===== config.mk =====
export PLATFORM = sky130hd
export DESIGN_NAME = rom_arbiter
export DESIGN_NICKNAME = d
export VERILOG_FILES = /design/src/rtl/rom_arbiter.sv
export SDC_FILE = /design/constraint.sdc
export NUM_CORES = 1
export LEC_CHECK = 0
export CORE_UTILIZATION = 49
export CTS_BUF_LIST = sky130_fd_sc_hd__clkbuf_8
export DETAILED_ROUTE_END_ITERATION = 12
export PLACE_DENSITY = 0.82
export SYNTH_ARGS = -nofsm -noshare
export SYNTH_HDL_FRONTEND = slang
export SYNTH_SLANG_ARGS = --single-unit
export TNS_END_PERCENT = 1

===== constraint.sdc =====
create_clock -name clk -period 3.2 [get_ports clk]
set_clock_uncertainty 0.05 [all_clocks]
set_input_delay 0.64 -clock clk [delete_from_list [all_inputs] [get_ports clk]]
set_output_delay 0.64 -clock clk [all_outputs]
set_load 0.02 [all_outputs]

===== src/rtl/rom_arbiter.sv =====
// Round-robin arbiter sharing a byte-wide combinational ROM between the fetch and load ports.
// state | meaning: IDLE arbitrate/latch, READ one ROM byte per cycle, DONE ack granted port for one cycle.
module rom_arbiter #(
  parameter int ADDR_WIDTH = 32
) (
  input  logic                  clk,
  input  logic                  rst,
  input  logic                  fetch_req,
  input  logic [ADDR_WIDTH-1:0] fetch_addr,
  output logic                  fetch_ack,
  output logic [31:0]           fetch_data,
  output logic                  fetch_illegal,
  input  logic                  load_req,
  input  logic [ADDR_WIDTH-1:0] load_addr,
  input  logic [1:0]            load_size,
  output logic                  load_ack,
  output logic [31:0]           load_data,
  output logic                  load_illegal,
  output logic [ADDR_WIDTH-1:0] rom_addr,
  input  logic [7:0]            rom_data,
  input  logic                  rom_illegal,
  output logic                  busy
);

  typedef enum logic [1:0] {S_IDLE, S_READ, S_DONE} state_t;

  localparam logic ID_FETCH = 1'b0;
  localparam logic ID_LOAD  = 1'b1;

  state_t                state_q, state_d;
  logic                  id_q, id_d;
  logic                  last_q, last_d;
  logic [ADDR_WIDTH-1:0] base_q, base_d;
  logic [1:0]            idx_q, idx_d;
  logic [1:0]            lidx_q, lidx_d;
  logic [31:0]           acc_q, acc_d;
  logic                  ill_q, ill_d;
  logic [31:0]           fetch_data_q, load_data_q;
  logic                  fetch_ill_q, load_ill_q;
  logic                  gid;
  logic                  fault;

  always_ff @(posedge clk) begin
    if (rst) begin
      state_q <= S_IDLE;
    end else begin
      state_q <= state_d;
    end
  end

  always_comb begin
    state_d = state_q;
    id_d    = id_q;
    last_d  = last_q;
    base_d  = base_q;
    idx_d   = idx_q;
    lidx_d  = lidx_q;
    acc_d   = acc_q;
    ill_d   = ill_q;
    gid     = ID_FETCH;
    fault   = 1'b0;
    case (state_q)
      S_IDLE: begin
        if (fetch_req || load_req) begin
          // Load wins only when alone, or on a tie when fetch was granted last.
          gid = load_req && (!fetch_req || (last_q == ID_FETCH));
          id_d = gid;
          if (gid == ID_LOAD) begin
            base_d = load_addr;
            case (load_size)
              2'd0:    lidx_d = 2'd0;
              2'd1:    lidx_d = 2'd1;
              2'd2:    lidx_d = 2'd3;
              default: lidx_d = 2'd0;
            endcase
            fault = (load_size == 2'd3)
                 || ((load_size == 2'd2) && (load_addr[1:0] != 2'b00))
                 || ((load_size == 2'd1) && load_addr[0]);
          end else begin
            base_d = fetch_addr;
            lidx_d = 2'd3;
            fault  = (fetch_addr[1:0] != 2'b00);
          end
          acc_d   = '0;
          ill_d   = fault;
          idx_d   = 2'd0;
          state_d = fault ? S_DONE : S_READ;
        end
      end
      S_READ: begin
        acc_d[8*idx_q +: 8] = rom_data;
        ill_d = ill_q | rom_illegal;
        if (idx_q == lidx_q) begin
          state_d = S_DONE;
        end else begin
          idx_d = idx_q + 2'd1;
        end
      end
      S_DONE: begin
        last_d  = id_q;
        state_d = S_IDLE;
      end
      default: state_d = S_IDLE;
    endcase
  end

  always_ff @(posedge clk) begin
    if (rst) begin
      id_q         <= ID_FETCH;
      last_q       <= ID_LOAD;
      base_q       <= '0;
      idx_q        <= '0;
      lidx_q       <= '0;
      acc_q        <= '0;
      ill_q        <= 1'b0;
      fetch_data_q <= '0;
      fetch_ill_q  <= 1'b0;
      load_data_q  <= '0;
      load_ill_q   <= 1'b0;
    end else begin
      id_q   <= id_d;
      last_q <= last_d;
      base_q <= base_d;
      idx_q  <= idx_d;
      lidx_q <= lidx_d;
      acc_q  <= acc_d;
      ill_q  <= ill_d;
      // Result registers load on entry to DONE so they are valid alongside ack.
      if ((state_d == S_DONE) && (state_q != S_DONE)) begin
        if (id_d == ID_LOAD) begin
          load_data_q <= acc_d;
          load_ill_q  <= ill_d;
        end else begin
          fetch_data_q <= acc_d;
          fetch_ill_q  <= ill_d;
        end
      end
    end
  end

  always_comb begin
    rom_addr  = '0;
    fetch_ack = 1'b0;
    load_ack  = 1'b0;
    busy      = (state_q != S_IDLE);
    if (state_q == S_READ) begin
      rom_addr = base_q + {{(ADDR_WIDTH-2){1'b0}}, idx_q};
    end
    if (state_q == S_DONE) begin
      fetch_ack = (id_q == ID_FETCH);
      load_ack  = (id_q == ID_LOAD);
    end
  end

  assign fetch_data    = fetch_data_q;
  assign fetch_illegal = fetch_ill_q;
  assign load_data     = load_data_q;
  assign load_illegal  = load_ill_q;

endmodule


==> results of run 1 <==
==> placed cells by master, fill, tap and decap left out, types with 4 or more instances in the layout <==
master,Yosys,final
clkdlybuf4s50_1,0,157
nand2_1,147,147
dfxtp_1,139,136
nor2_1,69,68
mux2i_1,66,66
inv_1,43,42
a22oi_1,32,32
a311oi_1,31,31
xor2_1,25,25
clkbuf_8,0,20
buf_4,4,16
nand3_1,17,15
dlygate4sd2_1,0,13
nand4_1,11,11
ha_1,10,10
a21oi_1,8,7
xnor2_1,6,6
o21ai_0,5,5
nor2b_1,5,5
o21a_1,4,4
bufinv_16,0,4
dlymetal6s2s_1,0,4
==> power breakdown <==
| part | leakage, nW | internal (mW) | switching [mW] |
|---|---|---|---|
| sequential | 1.13 | 1.81 | 0.0962 |
| clock | 0.213 | 0.905 | 0.661 |
| combinational | 2.33 | 0.335 | 0.407 |
| total | 3.68 | 3.05 | 1.16 |
==> flip-flops by register name, summed over array words and instances (netlist names) <==
name	cells
load_data	32
idx_q	2
fetch_data	32
ill_q	1
lidx_q	2
last_q	1
fetch_illegal	1
acc_q	32
base_q	32
id_q	1
state_q	2
load_illegal	1
==> kinds of logic after synthesis <==
kind of cell	count (synthesis)	share of synthesized area
xor+xnor	31	0.0434
fa+ha+maj	11	0.0232
mux	66	0.106
simple gates	280	0.206
compound gates	90	0.113
buf+inv	83	0.0632
flops	139	0.445
==> how the worst min path moves through the flow <==
stage / from / to / slack [ns] / depth (start not counted)
finish: fetch_data[24] / fetch_data[24] / 0.41 / 2
global route: fetch_data[24] / fetch_data[24] / 0.43 / 2
CTS: load_data[15] / load_data[15] / 0.42 / 2
detailed placement: load_data[18] / load_data[18] / 0.40 / 2
global placement: load_data[30] / load_data[30] / 0.39 / 2
floorplan: acc_q[0] / acc_q[0] / 0.39 / 2
==> repair_timing <==
action,4_1_cts,5_1_grt
pin swaps,1,1
endpoints found under the setup margin,26,23
cloned,0,0
setup buffers,1,0
gates resized for setup,30,15
==> critical path: stages (launching register included) <==
cell             delay (ns)
dfxtp_1                0.34
ha_1                   0.31
a21oi_2                0.30
nor3_2                 0.09
buf_4                  0.15
and4bb_2               0.23
xnor2_1                0.12
nor2_1                 0.09
clkdlybuf4s50_1        0.63
==> through the flow <==
stage / TNS (ns) / utilization / area [sq um] / cells
3_5_place_dp: 0 / 0.670 / 8180 / 1025
4_1_cts: -0.877 / 0.708 / 8650 / 1056
6_report: -0.224 / 0.711 / 8680 / 1056
5_1_grt: -1.03 / 0.711 / 8680 / 1056
2_1_floorplan: 0 / - / 6250 / 700
3_3_place_gp: 0 / 0.670 / 8180 / 1025
==> final cells by class <==
type	instances	area [sq um]
fillers	937	3530
multi-input cells	478	3140
flip-flops and latches	139	2790
repair buffers	197	1940
clock buffers	20	275
well taps	168	210
clock inverters	10	165
inverters	44	165
==> routing by layer <==
layer / vias to the layer above / GRT usage / routed length (microns)
met4: 0 / 0.126 / 491
met5: - / 0 / 0
li1: 2731 / - / -
met1: 2750 / 0.333 / 7430
met2: 272 / 0.463 / 8770
met3: 47 / 0.0743 / 1400
==> flow_summary_export.csv, run 1 <==
group,metric,value,unit
cells_and_area,areaGrowthSynthToFinish,38.7,%
cts,cts.sinks,139,
power,finalPower,4.22,mW
logic_synthesis,synth_area,6250,sq um
global_route,grt_pass1_vias,5946,
cts,path_clk_slew,0.07,ns
routing,wl_per_cell,17.1,microns
setup_path,end_kind,"output pin",
logic_synthesis,ys_seq_elements,139,
setup_path,r2r-end,"fetch_data[5]",
setup_path,rrSetupSlack,0.93,ns
floorplan,die_w,115,microns
power,leakage,3.68,nW
timing,period_needed,3.38,ns
global_route,grt_usage,0.277,
setup_path,cp.required,2.51,ns
cells_and_area,antennaDiodeCount,0,
timing,worst_pin_slew,0.616,ns
routing,drtIter0Drc,695,
logic_synthesis,synth_area_leader_cell,"dfxtp_1",
run_status,failed_checks,"negative setup slack",
logic_synthesis,syn_nets,790,
logic_synthesis,synthCells,700,
logic_synthesis,yosys_warnings,0,
floorplan,io_pins,180,
setup_path,arrival,2.69,ns
routing,dr.pass1.iters,5,
logic_synthesis,synth_common_cells,"147 x nand2_1, 139 x dfxtp_1, 69 x nor2_1, 66 x mux2i_1, 43 x inv_1",
timing,setup_viol,2,
routing,ant_nets,0,
global_route,antenna_found_initial,0,
run_status,status,"finished, violations left",
timing,relSlewSlack,0.590,
min_path,hold_class,"flip-flop to flip-flop",
cts,cts_tree,"built",
floorplan,die_h,115,microns
place,dp_hpwl,12.8,mm
global_route,grt_overflow,0,
setup_path,startpoint_type,"flip-flop",
timing,rsz0062_at_grt,"true",
logic_synthesis,synth_area_leaders,"dfxtp_1 44%, mux2i_1 11%, nand2_1 8.8%, a311oi_1 4.3%, nor2_1 4.1%",
power,power_density,486,nW/um^2
routing,wl,18.1,mm
logic_synthesis,synth_cell_types,49,
setup_path,cp_max_fo,5,
floorplan,dieArea,13200,sq um
logic_synthesis,yosys.cell_count.top_type,"nand2_1",
cts,htree_levels,4,
timing,hold_viol_final,0,
timing,maxSlewViolCount,0,
cts,cts_buffers,17,
cts,ctsLongestPathBuffers,2,
setup_path,cp-endpoint,"rom_addr[29]",
global_route,grt_pass1_wl,28.6,mm
global_route,grt_max_degree,64,
logic_synthesis,syn_avg_cell_area,8.94,sq um
routing,num_vias,5800,
logic_synthesis,ys_seq_area_frac,0.445,
power,peakVddDrop,470,uV
logic_synthesis,async_reset_ff_frac,0,
cts,cts_hold_buffers,0,
timing,setup_ws,-0.175,ns
setup_path,rr_worst_depth,8,
setup_path,startpoint,"base_q[1]",
setup_path,r2r-start,"idx_q[0]",
cells_and_area,drive_above_1_share,0.0923,
timing,fin_crit_sh,1.05,
setup_path,worstSetupPathType,"flip-flop to output pin",
place,place_ws,0.00476,ns
cts,clkLatencyLatePin,0.44,ns
logic_synthesis,synth_top_cell_area_share,0.445,
floorplan,core,12200,sq um
floorplan,rows,40,
logic_synthesis,synth_flop_cell,"dfxtp_1",
place,gp_congestion,0.832,
place,portBuffers,179,
cts,cts_root_buffer,"clkbuf_8",
timing,max_freq,296,MHz
job,maxCapViolCount,0,
logic_synthesis,synth_edf_count,0,
timing,hold_slack,0.413,ns
floorplan,start_util,0.512,
routing,avgViaCountPerCell,5.49,
routing,drc,0,
cells_and_area,fin_nets,967,
Power figures use the tool's default switching activity.
==> run 2, diff against run 1 <==
--- a/config.mk
+++ b/config.mk
@@ -8,7 +8,7 @@
 export CORE_UTILIZATION = 49
 export CTS_BUF_LIST = sky130_fd_sc_hd__clkbuf_8
 export DETAILED_ROUTE_END_ITERATION = 12
-export PLACE_DENSITY = 0.82
+export PLACE_DENSITY = 0.87
 export SYNTH_ARGS = -nofsm -noshare
 export SYNTH_HDL_FRONTEND = slang
 export SYNTH_SLANG_ARGS = --single-unit
==> run 2 against run 1 <==
The run now ends clean. Non-clock buffer count increased by 6. Utilization decreased by 0.25 points. Combinational power about the same. Die area unchanged. Sequential cell count unchanged. Via count decreased by 1.9%. Register-to-register slack got worse by 0.34 ns. Maximum frequency increased by 5.8%. Cell area decreased by 0.35%. Critical path depth increased by 1. Critical path type unchanged. Largest cell class unchanged. Highest routed layer unchanged.
==> flow_summary_export.csv, run 2 (synthesized netlist as in run 1, its figures left out) <==
group,metric,value,unit
run_status,status,"finished, final reports clean",
power,pwr-share-seq,0.470,
timing,rsz0062_at_grt,"true",
routing,ant_nets,0,
cts,cts_hold_buffers,0,
power,finalPower,4.06,mW
timing,max_freq,313,MHz
setup_path,rrSetupSlack,0.59,ns
timing,hold_viol_final,0,
cts,cts_root_buffer,"clkbuf_8",
cells_and_area,drive_above_1_share,0.102,
place,gp_congestion,0.919,
cells_and_area,fin_nets,973,
cts,cts_buffers,17,
floorplan,core,12200,sq um
global_route,grt_pass1_wl,27.2,mm
cts,cts_tree,"built",
place,placed_cell_area,8210,sq um
routing,wl,17.5,mm
power,p_sw,1.26,mW
cts,htree_levels,4,
cells_and_area,final_common_cell,"clkdlybuf4s50_1",
timing,setup_tns,0,ns
global_route,grt_usage,0.267,
floorplan,io_pins,180,
cells_and_area,stdcell_area,8650,sq um
floorplan,start_util,0.512,
floorplan,dieArea,13200,sq um
setup_path,cp.required,2.51,ns
cts,cts.sinks,139,
cells_and_area,fin_cells,1065,
power,leakage,3.69,nW
power,p_sw_frac,0.311,
setup_path,worstSetupPathType,"flip-flop to output pin",
routing,dr.pass1.iters,6,
power,intPower,2.80,mW
timing,setup_viol,0,
global_route,grt_overflow,0,
power,clkPwrFrac,0.347,
timing,relSlewSlack,0.328,
min_path,hold_class,"flip-flop to flip-flop",
cts,path_clk_slew,0.10,ns
routing,num_vias,5688,
power,peakVddDrop,389,uV
timing,period_needed,3.19,ns
setup_path,startpoint_type,"flip-flop",
job,maxCapViolCount,0,
routing,drc,0,
global_route,grt_pass1_vias,5504,
cells_and_area,postLayoutCoreUtil,0.708,
floorplan,rows,40,
setup_path,cp_max_fo,6,
routing,drtIter0Drc,418,
power,power_density,469,nW/um^2
cells_and_area,final_cell_mix,"154 x clkdlybuf4s50_1, 147 x nand2_1, 137 x dfxtp_1",
routing,avgViaCountPerCell,5.34,
timing,maxSlewViolCount,0,
setup_path,arrival,2.50,ns
place,portBuffers,179,
timing,worst_pin_slew,1.01,ns
floorplan,die_w,115,microns
cts,ctsLongestPathBuffers,2,
cts,clkLatencyLatePin,0.45,ns
place,place_inst,1030,
routing,wl_per_cell,16.4,microns
global_route,antenna_found_initial,0,
setup_path,end_kind,"output pin",
global_route,grt_max_degree,64,
timing,fin_crit_sh,0.997,
power,combPwrFrac,0.182,
cells_and_area,areaGrowthSynthToFinish,38.3,%
place,dp_hpwl,12.3,mm
floorplan,die_h,115,microns
[run 2: power by group through the flow]
stage,registers (mW),clock network (mW),logic [mW]
2_1_floorplan,1.92,0,0.509
3_3_place_gp,1.93,0,0.724
3_5_place_dp,1.94,0,0.734
4_1_cts,1.90,1.44,0.735
5_1_grt,1.92,1.52,0.791
6_report,1.91,1.41,0.740
[run 2: through the flow]
step / hold WS (ns) / setup WS [ns]
2_1_floorplan: 0.395 / 0.493
3_3_place_gp: 0.394 / 0.0727
3_5_place_dp: 0.397 / -0.0959
4_1_cts: 0.413 / -0.122
5_1_grt: 0.433 / -0.152
6_report: 0.408 / 0.0101
[run 2: final timing paths]
kind / startpoint / endpoint / cells past startpoint
max: base_q[0] / rom_addr[24] / 9
min: fetch_data[21] / fetch_data[21] / 2
max reg2reg: state_q[0] / load_data[27] / 6
min reg2reg: fetch_data[21] / fetch_data[21] / 2
[run 2: area by class of cell]
class / instances / area (sq um)
diodes: 1 / 2.50
clock buffers: 17 / 234
clock inverters: 15 / 153
fillers: 919 / 3560
inverters: 44 / 165
multi-input cells: 478 / 3150
flip-flops and latches: 139 / 2790
well taps: 168 / 210
repair buffers: 203 / 1950
[run 2: routing by layer]
| layer | vias up | track usage | wire length [microns] |
|---|---|---|---|
| li1 | 2751 | - | - |
| met1 | 2660 | 0.320 | 7170 |
| met2 | 225 | 0.435 | 8480 |
| met3 | 52 | 0.0764 | 1270 |
| met4 | 0 | 0.145 | 591 |
| met5 | - | 0 | 0 |
[run 2: what timing repair did]
action / in CTS / in global routing
pin swaps: 2 / 1
setup buffers: 2 / 0
endpoints found under the setup margin: 26 / 17
gates resized for setup: 36 / 20
gates cloned: 0 / 0
hold endpoints to repair: 0 / 0
[run 2: critical path, cell delays in order, from the launching register on]
cell and delay (ns):
dfxtp_1 0.35, ha_1 0.21, fa_2 0.27, nand3_4 0.16, nor3_4 0.25, buf_4 0.15, nand3_1 0.08, xor2_1 0.15
nor2_1 0.13, clkdlybuf4s15_2 0.29
